$ cat src/rtl/sram_confreg.sv
// sram_confreg: configuration / peripheral register target on the CPU data
// SRAM interface. Holds scratch registers, a free-running timer with a sticky
// compare interrupt, LED and number-display registers, a synchronized switch
// input and a read-only simulation flag. Reads return one cycle after the
// request; write accesses also return the pre-write register value.
module sram_confreg #(
  parameter bit SIMULATION = 1'b1,
  parameter int SW_W       = 8
) (
  input  logic            clk,
  input  logic            reset,
  input  logic            sram_en,
  input  logic [3:0]      sram_wen,
  input  logic [31:0]     sram_addr,
  input  logic [31:0]     sram_wdata,
  output logic [31:0]     sram_rdata,
  input  logic [SW_W-1:0] switch,
  output logic [15:0]     led,
  output logic [31:0]     num_data,
  output logic            timer_int
);

  // Word addresses (byte offset >> 2) of the non-scratch registers.
  localparam logic [13:0] A_TIMER   = 14'h0400;
  localparam logic [13:0] A_COMPARE = 14'h0401;
  localparam logic [13:0] A_CTRL    = 14'h0402;
  localparam logic [13:0] A_LED     = 14'h3C00;
  localparam logic [13:0] A_NUM     = 14'h3C04;
  localparam logic [13:0] A_SWITCH  = 14'h3C08;
  localparam logic [13:0] A_SIMU    = 14'h3FFC;

  localparam logic [31:0] SIMU_VALUE = SIMULATION ? 32'hFFFF_FFFF : 32'h0000_0000;

  // Replace the enabled byte lanes of old with data.
  function automatic logic [31:0] merge(input logic [31:0] old,
                                        input logic [31:0] mask,
                                        input logic [31:0] data);
    return (old & ~mask) | (data & mask);
  endfunction

  logic [13:0]     word_addr;
  logic            unused_addr;
  logic            wr_en;
  logic [31:0]     byte_mask;
  logic [7:0]      cr_hit;
  logic            hit_timer;
  logic            hit_compare;
  logic            hit_ctrl;
  logic            hit_led;
  logic            hit_num;

  logic [31:0]     cr_reg [8];
  logic [31:0]     timer_reg;
  logic [31:0]     compare_reg;
  logic [1:0]      ctrl_reg;
  logic [15:0]     led_reg;
  logic [31:0]     num_reg;
  logic [SW_W-1:0] sw_meta_reg;
  logic [SW_W-1:0] sw_sync_reg;
  logic [31:0]     rdata_reg;
  logic            timer_int_reg;

  logic [31:0]     read_value;
  logic [31:0]     timer_next;
  logic            timer_en;
  logic            int_en;
  logic            match;

  // Only addr[15:2] selects a register; the window decode happens outside.
  assign word_addr   = sram_addr[15:2];
  assign unused_addr = ^{sram_addr[31:16], sram_addr[1:0]};
  assign wr_en       = sram_en & (|sram_wen);

  genvar gi;
  generate
    for (gi = 0; gi < 4; gi++) begin : g_lane
      assign byte_mask[gi*8 +: 8] = {8{sram_wen[gi]}};
    end
    for (gi = 0; gi < 8; gi++) begin : g_cr_hit
      assign cr_hit[gi] = wr_en && (word_addr == 14'(gi));
    end
  endgenerate

  assign hit_timer   = wr_en && (word_addr == A_TIMER);
  assign hit_compare = wr_en && (word_addr == A_COMPARE);
  assign hit_ctrl    = wr_en && (word_addr == A_CTRL);
  assign hit_led     = wr_en && (word_addr == A_LED);
  assign hit_num     = wr_en && (word_addr == A_NUM);

  assign timer_en = ctrl_reg[0];
  assign int_en   = ctrl_reg[1];
  assign match    = timer_en & int_en & (timer_reg == compare_reg);

  // Register read mux; unmapped offsets read zero.
  always_comb begin
    read_value = '0;
    if (word_addr[13:3] == '0) begin
      read_value = cr_reg[word_addr[2:0]];
    end else begin
      case (word_addr)
        A_TIMER:   read_value = timer_reg;
        A_COMPARE: read_value = compare_reg;
        A_CTRL:    read_value = {30'b0, ctrl_reg};
        A_LED:     read_value = {16'b0, led_reg};
        A_NUM:     read_value = num_reg;
        A_SWITCH:  read_value = 32'(sw_sync_reg);
        A_SIMU:    read_value = SIMU_VALUE;
        default:   read_value = '0;
      endcase
    end
  end

  // Timer: a bus write beats the increment; unwritten bytes keep the
  // pre-increment value.
  always_comb begin
    timer_next = timer_reg;
    if (hit_timer) begin
      timer_next = merge(timer_reg, byte_mask, sram_wdata);
    end else if (timer_en) begin
      timer_next = timer_reg + 32'd1;
    end
  end

  // Scratch registers CR0..CR7.
  always_ff @(posedge clk) begin
    for (int i = 0; i < 8; i++) begin
      if (reset) begin
        cr_reg[i] <= '0;
      end else if (cr_hit[i]) begin
        cr_reg[i] <= merge(cr_reg[i], byte_mask, sram_wdata);
      end
    end
  end

  // Timer, compare, control, LED and number-display registers.
  always_ff @(posedge clk) begin
    if (reset) begin
      timer_reg   <= '0;
      compare_reg <= '0;
      ctrl_reg    <= '0;
      led_reg     <= '0;
      num_reg     <= '0;
    end else begin
      timer_reg <= timer_next;
      if (hit_compare) compare_reg <= merge(compare_reg, byte_mask, sram_wdata);
      if (hit_ctrl && sram_wen[0]) ctrl_reg <= sram_wdata[1:0];
      if (hit_led) led_reg <= merge({16'b0, led_reg}, byte_mask, sram_wdata) >> 0;
      if (hit_num) num_reg <= merge(num_reg, byte_mask, sram_wdata);
    end
  end

  // Sticky compare interrupt; any COMPARE write clears it and wins over a
  // simultaneous match.
  always_ff @(posedge clk) begin
    if (reset) begin
      timer_int_reg <= 1'b0;
    end else if (hit_compare) begin
      timer_int_reg <= 1'b0;
    end else if (match) begin
      timer_int_reg <= 1'b1;
    end
  end

  // Two-flop synchronizer for the asynchronous board switches.
  always_ff @(posedge clk) begin
    if (reset) begin
      sw_meta_reg <= '0;
      sw_sync_reg <= '0;
    end else begin
      sw_meta_reg <= switch;
      sw_sync_reg <= sw_meta_reg;
    end
  end

  // Registered read data; captures the pre-write value on writes and holds
  // when idle.
  always_ff @(posedge clk) begin
    if (reset) begin
      rdata_reg <= '0;
    end else if (sram_en) begin
      rdata_reg <= read_value;
    end
  end

  assign sram_rdata = rdata_reg;
  assign led        = led_reg;
  assign num_data   = num_reg;
  assign timer_int  = timer_int_reg;

endmodule

$ cat config.mk
export PLATFORM = sky130hd
export DESIGN_NAME = sram_confreg
export DESIGN_NICKNAME = d
export VERILOG_FILES = /design/src/rtl/sram_confreg.sv
export SDC_FILE = /design/constraint.sdc
export NUM_CORES = 1
export LEC_CHECK = 0
export ABC_AREA = 0
export BUFFER_PORTS_ARGS = -buffer_cell sky130_fd_sc_hd__buf_4
export CORE_MARGIN = 4
export CORE_UTILIZATION = 35
export DETAILED_ROUTE_END_ITERATION = 7
export MAX_ROUTING_LAYER = met4
export PLACE_DENSITY = 0.47
export SYNTH_ARGS = -nofsm -noshare
export SYNTH_HDL_FRONTEND = slang
export SYNTH_SLANG_ARGS = --single-unit
$ cat constraint.sdc
create_clock -name clk -period 17.8 [get_ports clk]
set_input_delay 4.45 -clock clk [delete_from_list [all_inputs] [get_ports clk]]
set_output_delay 4.45 -clock clk [all_outputs]
set_load 0.02 [all_outputs]
-- Word-level counts from Yosys, hierarchy flattened
Memories as Yosys holds them, arrays and structs flattened.
Cells that the tools add are included.
- add/sub/neg operators: 1
- $mul: 0
- div/mod/pow operators: 0
- order comparisons: 0
- equal/unequal tests: 15
- shift operators: 0
- mux-type cells: 38
- bitwise gates (word level): 37
- reductions and logical operators: 19
- operators with widths (kind ; count):
    AND 32 bit ; 12
    2-to-1 mux 32 bit ; 11
    OR 32 bit ; 11
    one-hot mux 32 bit (7 select lines) ; 1
    equality test 14 bit, second input constant ; 4
    equality test 14 x 3 -> 1 bit, second input constant ; 4
    equality test 14 x 11 -> 1 bit, second input constant ; 3
    adder 32 x 1 -> 32 bit, second input constant ; 1
    equality test 32 bit ; 1
    inverter 32 bit ; 1
    equality test 14 x 2 -> 1 bit, second input constant ; 2
    2-to-1 mux 1 bit ; 26
    AND 16 bit ; 1
    OR 16 bit ; 1
    equality test 14 x 1 -> 1 bit, second input constant ; 1
    logical AND 1 bit ; 14
    zero test 14 bit ; 1
    zero test 11 bit ; 1
    OR 1 bit ; 8
    OR reduction 4 bit ; 1
    AND 1 bit ; 3
    nonzero test 2 bit ; 1
    OR reduction 2 bit ; 1
- bits in registers: 163
- bits in latches: 0
- memory bits (writable): 256
- memory bits (read-only): 0
- input bits: 79
- output and inout bits: 81
- logic and storage cells: 120
- memories: 1
- memories (memory ; words ; width ; rd ports ; clocked after memory_dff ; wr ports ; line ; source):
    cr_reg ; 8 ; 32 ; 9 ; 0 ; 8 ; 52 ; logic [31:0] cr_reg [8];

-- Logic depth before layout (Yosys ltp)
Gate-level depths: netlist of run 1.
- depth after elaboration: 7
- gate-level depth with buffers: 8
- gate-level depth less buffers: 6

-- Worst setup path after synthesis of run 1
Ideal clock, no wire load.
- kind: input port to flip-flop
- start: input sram_addr[7]
- end: memory cr_reg[3][0] (enable)
- setup time: 0.511 ns
- arrival time: 8.833 ns
- required time: 17.289 ns
- slack: 8.456 ns
- cell stages on the path: 4
- cell sequence: nor4_4 > nand4_1 > clkbuf_1 > o41ai_1
- RTL lines (element ; line ; source):
    from (decl) ; 14 ; input logic [31:0] sram_addr,
    to (decl) ; 52 ;

==> results of run 1 <==
## through the flow
stage	cells	utilization (%)	power, W	cell area [um2]
2_1_floorplan	1946	-	0.00118	21000
3_3_place_gp	2750	38.4	0.00125	22700
3_5_place_dp	2750	38.4	0.00125	22700
4_1_cts	2837	41.0	0.00224	24200
5_1_grt	2838	41.0	0.00229	24200
6_report	2839	41.0	0.00221	24200
## cell type report
cell class,instances,area [um2],share of cell area [%]
sequential,419,11000,45.2
timing repair buffer,173,1300,5.36
clock inverter,20,191,0.790
inverter,14,52.6,0.217
clock buffer,67,1330,5.50
antenna,2,5.00,0.0206
multi-input combinational,1371,9450,39.0
tap,773,967,3.99
## metal layers
layer  up-vias  global-route usage [%]
met3       122                    4.15
met5         -                       -
li1       7386                       -
met4         0                    6.93
met2       531                    35.3
met1      8257                    32.5
## cell usage in the layout, fill, tap and decap left out, types with 15 or more instances in the layout
cell and instances:
a21oi_1 326, nand2b_1 259, edfxtp_1 256, buf_4 173
dfxtp_1 163, nor2_1 129, nand2_1 125, mux2i_1 89
mux4_2 62, clkbuf_16 49, a211oi_1 34, a221oi_1 30
xnor2_1 30, nand3_1 27, nor3_1 25, nand4_1 22
nor2b_1 20, a31oi_1 16, mux2_2 15, o21ai_0 15
## power by group
part           internal [W]  switching [W]  total, W
Combinational     0.0000580       0.000106  0.000164
Sequential          0.00105      0.0000132   0.00107
Clock              0.000566       0.000418  0.000984
Total               0.00168       0.000537   0.00221
## worst paths after layout
path / start / end / slack (ns) / depth (start not counted)
hold / removal: sw_meta_reg[6] / sw_sync_reg[6] / 0.44 / 1
setup / recovery: sram_addr[4] / cr_reg[4][6] / 10.62 / 8
setup reg to reg: register / register / 14.89 / 5
hold reg to reg: sw_meta_reg[6] / sw_sync_reg[6] / 0.44 / 1
## cell families (layout without fill, tap and decap cells)
group,Yosys count,count (layout)
simple gates,689,689
compound gates,482,482
flops,419,419
mux,166,166
buf+inv,156,274
xor+xnor,33,33
fa+ha+maj,1,1
other cells,0,2
## critical path: stages
cell	delay [ns]
buf_4	0.55
buf_4	0.45
inv_1	0.07
buf_4	0.32
nor4_2	0.51
nand2_1	0.56
buf_4	0.47
a21oi_1	0.16
==> results.json, run 1 <==
{
  "maxCapViolations": 0,
  "drv_slew": 0,
  "clk_latency_ns": 0.61,
  "layout.nets": 2108,
  "cts_tree": "built",
  "initial_utilization_pct": 35.4,
  "met3WireLength_mm": 4.61,
  "row_count": 89,
  "cp-start-kind": "input port",
  "drt-pass1-iter-count": 5,
  "syn_inst": 1946,
  "cts_root_buf": "clkbuf_16",
  "synth-compound-area-share_pct": 13.6,
  "endpoint_kind": "register",
  "synthArstFlopShare_pct": 0,
  "top_layer": "met4",
  "fin_skew_ns": 0.0180,
  "period_share_pct": 40.3,
  "dieArea_mm2": 0.0638,
  "area_delta_synth_final_pct": 15.7,
  "synth_top_family_by_area": "simple AND/OR/NAND/NOR gates",
  "antenna_found_initial": 1,
  "drive_above_1_share_pct": 17.2,
  "ctsHtreeMaxLevel": 2,
  "fin_ws_ns": 10.62,
  "powerDensity_mw_per_mm2": 91.3,
  "die_width_um": 253,
  "cts_made_buffers": 49,
  "ys.flop_type": "edfxtp_1",
  "relSlewSlack_pct": 16.4,
  "cts_resized": 0,
  "post-cts-setup-buffer-count": 0,
  "synth.area.top_cells": "edfxtp_1, dfxtp_1, a21oi_1, nand2b_1, mux4_2",
  "holdWs_ns": 0.444,
  "clkSinkCount": 419,
  "synthMuxAreaShare_pct": 11.7,
  "yosysTopAreaCell": "edfxtp_1",
  "grt_first_pass_wirelength_mm": 108,
  "drtAntennaViolNets": 0,
  "hold_class": "register to register",
  "grt_max_degree": 92,
  "syn_nets": 2026,
  "path_clk_slew_ns": 0.05,
  "wire_per_inst_um": 26.3,
  "leakagePower_nw": 8.61,
  "yosysMostFrequentCell": "a21oi_1",
  "synth-simple-area-share_pct": 18.0,
  "dr.first_iter.drc_count": 1471,
  "synth-xor-area-share_pct": 1.38,
  "pre_cts_slack_ns": 9.98,
  "wirelength_mm": 74.8,
  "track_usage_pct": 23.4,
  "clockBufferDepth": 3,
  "route.detailed.drc": 0,
  "path_max_fanout": 45,
  "synth_fa_ha_area_share_pct": 0.0597,
  "ios": 160,
  "synth-seq-area-share_pct": 52.3,
  "ys_types": 66,
  "ys_ff_latch": 419,
  "synth_commonest_cells": "a21oi_1, nand2b_1, edfxtp_1",
  "core_mm2": 0.0591,
  "drt-met1-wl_mm": 34.1,
  "synth_top_area_share_pct": 36.7,
  "setup_viol": 0,
  "worstPathRequired_ns": 18.23,
  "synth_area_mm2": 0.0210,
  "num_vias": 16300,
  "place.gp.congestion": 0.935,
  "fill_cells": 5700,
  "status": "finished clean",
  "arrival_ns": 7.61,
  "fin_crit_ns": 7.18,
  "timing_worst_setup_path_type": "input port to register",
  "wl_met2_mm": 33.7,
  "io_buffer_count": 141,
  "grt_setup_unrepaired": "no",
  "synth_edf_count": 256,
  "via_per_inst": 5.74,
  "yosys_warnings": 0,
  "fmax_ghz": 0.139,
  "overflow": 0,
  "hpwl_mm": 46.8,
  "tightest_slew_ns": 1.24,
  "vdd_drop_max_mv": 0.0754,
  "tns_ns": 0,
  "avgSynthCellArea_um2": 10.8,
  "hold_violations": 0,
  "hold_buffers": 0,
  "grt_pass1_vias": 15700,
  "fp.dieH_um": 253
}
Power figures use the tool's default switching activity.
==> inputs of run 2 (changes only) <==
- clock period: 17.8 -> 7.35 ns (I/O delays scaled with it)
==> run 2 against run 1 <==
Against the previous run:
- cell area rose by 0.12%
- combinational power rose by 140%
- sequential share of layout area fell by 0.053 points
- critical path depth fell by 2
- clock-buffer cell count rose by 1
- largest cell class unchanged
==> results.json, run 2 (synthesis gave the netlist of run 1 again) <==
{
  "wire_per_inst_um": 25.8,
  "cts_resized": 0,
  "grt_first_pass_wirelength_mm": 107,
  "hpwl_mm": 46.5,
  "leakagePower_nw": 8.63,
  "final_common_cell": "a21oi_1",
  "dieArea_mm2": 0.0638,
  "use_met2_pct": 34.4,
  "clk_latency_ns": 0.61,
  "fp.dieH_um": 253,
  "crit_path_cell_trace": "buf_4, nor4_4, and4_1, nand3_1, o21ai_4, buf_4",
  "route.detailed.drc": 0,
  "final_cells": 2841,
  "max_stage_delay_ns": 0.88,
  "drt-pass1-iter-count": 5,
  "hold_class": "register to register",
  "core_mm2": 0.0591,
  "drv_slew": 0,
  "path_clk_slew_ns": 0.06,
  "cts_tree": "built",
  "hold_violations": 0,
  "row_count": 89,
  "relSlewSlack_pct": 19.3,
  "cts_made_buffers": 49,
  "place.gp.congestion": 0.896,
  "grt_pass1_vias": 15500,
  "ios": 160,
  "area_delta_synth_final_pct": 15.9,
  "hold_depth": 1,
  "path_max_fanout": 20,
  "powerDensity_mw_per_mm2": 222,
  "period_share_pct": 59.3,
  "endpoint_kind": "register",
  "track_usage_pct": 22.9,
  "drtAntennaViolNets": 0,
  "hold_buffers": 0,
  "antenna_found_initial": 0,
  "io_buffer_count": 141,
  "die_width_um": 253,
  "grt_setup_unrepaired": "no",
  "min_from": "sw_meta_reg[6]",
  "vdd_drop_max_mv": 0.123,
  "fin_crit_ns": 4.36,
  "arrival_ns": 4.64,
  "cp_common_cell": "buf_4",
  "reg2reg_depth": 5,
  "dr.first_iter.drc_count": 1322,
  "min_to": "sw_sync_reg[6]",
  "wirelength_mm": 73.4,
  "timing_worst_setup_path_type": "input port to register",
  "overflow": 0,
  "fmax_ghz": 0.229,
  "maxCapViolations": 0,
  "drive_above_1_share_pct": 17.4,
  "fin_total_pwr_w": 0.00538,
  "tns_ns": 0,
  "rrSetupSlack_ns": 4.49,
  "cpMaxStageDelayCell": "o21ai_4",
  "busiest_layer": "met2",
  "initial_utilization_pct": 35.4,
  "clockBufferDepth": 3,
  "grt_use_met1_pct": 32.7,
  "cp-start-kind": "input port",
  "layout.nets": 2107,
  "cts_root_buf": "clkbuf_16",
  "ctsHtreeMaxLevel": 2,
  "dp_cells": 2749,
  "via_per_inst": 5.64,
  "setup_viol": 0,
  "tightest_slew_ns": 1.21,
  "worstPathRequired_ns": 7.63,
  "post-cts-setup-buffer-count": 0,
  "grt_max_degree": 85,
  "gr-usage-met3_pct": 2.86,
  "num_vias": 16000,
  "clkSinkCount": 419,
  "fill_cells": 5719,
  "status": "finished clean",
  "final_cell_mix": "a21oi_1, nand2b_1, edfxtp_1",
  "fin_skew_ns": 0.0175,
  "antenna_cells": 0
}
-- run 2: cell count changes in the layout (fill, tap and decap cells not counted), moves of 2 or more --
cell	delta
clkinv_2	+2
clkbuf_8	+4
clkbuf_1	-3
diode_2	-2
-- run 2: final cells by class --
class / count / area [um2] / share of cell area, %
clock buffers: 68 / 1380 / 5.67
clock inverters: 24 / 189 / 0.778
inverters: 14 / 52.6 / 0.216
multi-input cells: 1371 / 9450 / 38.9
flip-flops and latches: 419 / 11000 / 45.1
well taps: 773 / 967 / 3.98
repair buffers: 172 / 1290 / 5.32
-- run 2: routing by layer --
metal / share of wire [%] / vias up / routed length (um)
li1: - / 7373 / -
met1: 47 / 8039 / 34300
met2: 45 / 521 / 32800
met3: 5.9 / 100 / 4320
met4: 2.7 / 0 / 1960
met5: 0 / - / 0
-- run 2: worst max-delay path, delay by kind of cell --
| kind | cells | cell delay [ns] |
|---|---|---|
| buffers and inverters | 2 | 0.52 |
| and+or+nand+nor | 3 | 1.39 |
| AOI/OAI and AO/OA | 1 | 0.88 |
-- run 2: how the worst max path moves through the flow --
stage | start | to | cells past startpoint
floorplan | sram_addr[7] | cr_reg[3][0] | 4
global placement | sram_addr[7] | cr_reg[7][22] | 6
detailed placement | sram_addr[7] | cr_reg[7][19] | 6
CTS | sram_addr[7] | cr_reg[7][11] | 6
global route | sram_addr[7] | cr_reg[7][11] | 6
finish | sram_addr[7] | cr_reg[7][22] | 6
-- run 2: power breakdown --
group          internal [W]  switching [W]  leakage (nW)
clock network       0.00138        0.00103         0.771
registers           0.00255      0.0000327          3.97
logic              0.000141       0.000253          3.89
total               0.00407        0.00131          8.63
-- run 2: through the flow --
step	area [um2]	util, %	hold slack [ns]	setup slack, ns
floorplan	21000	-	0.414	0.618
global placement	22700	38.4	0.431	2.40
detailed placement	22700	38.4	0.435	2.38
CTS	24300	41.1	0.437	3.01
global route	24300	41.1	0.464	2.80
finish	24300	41.1	0.436	2.99
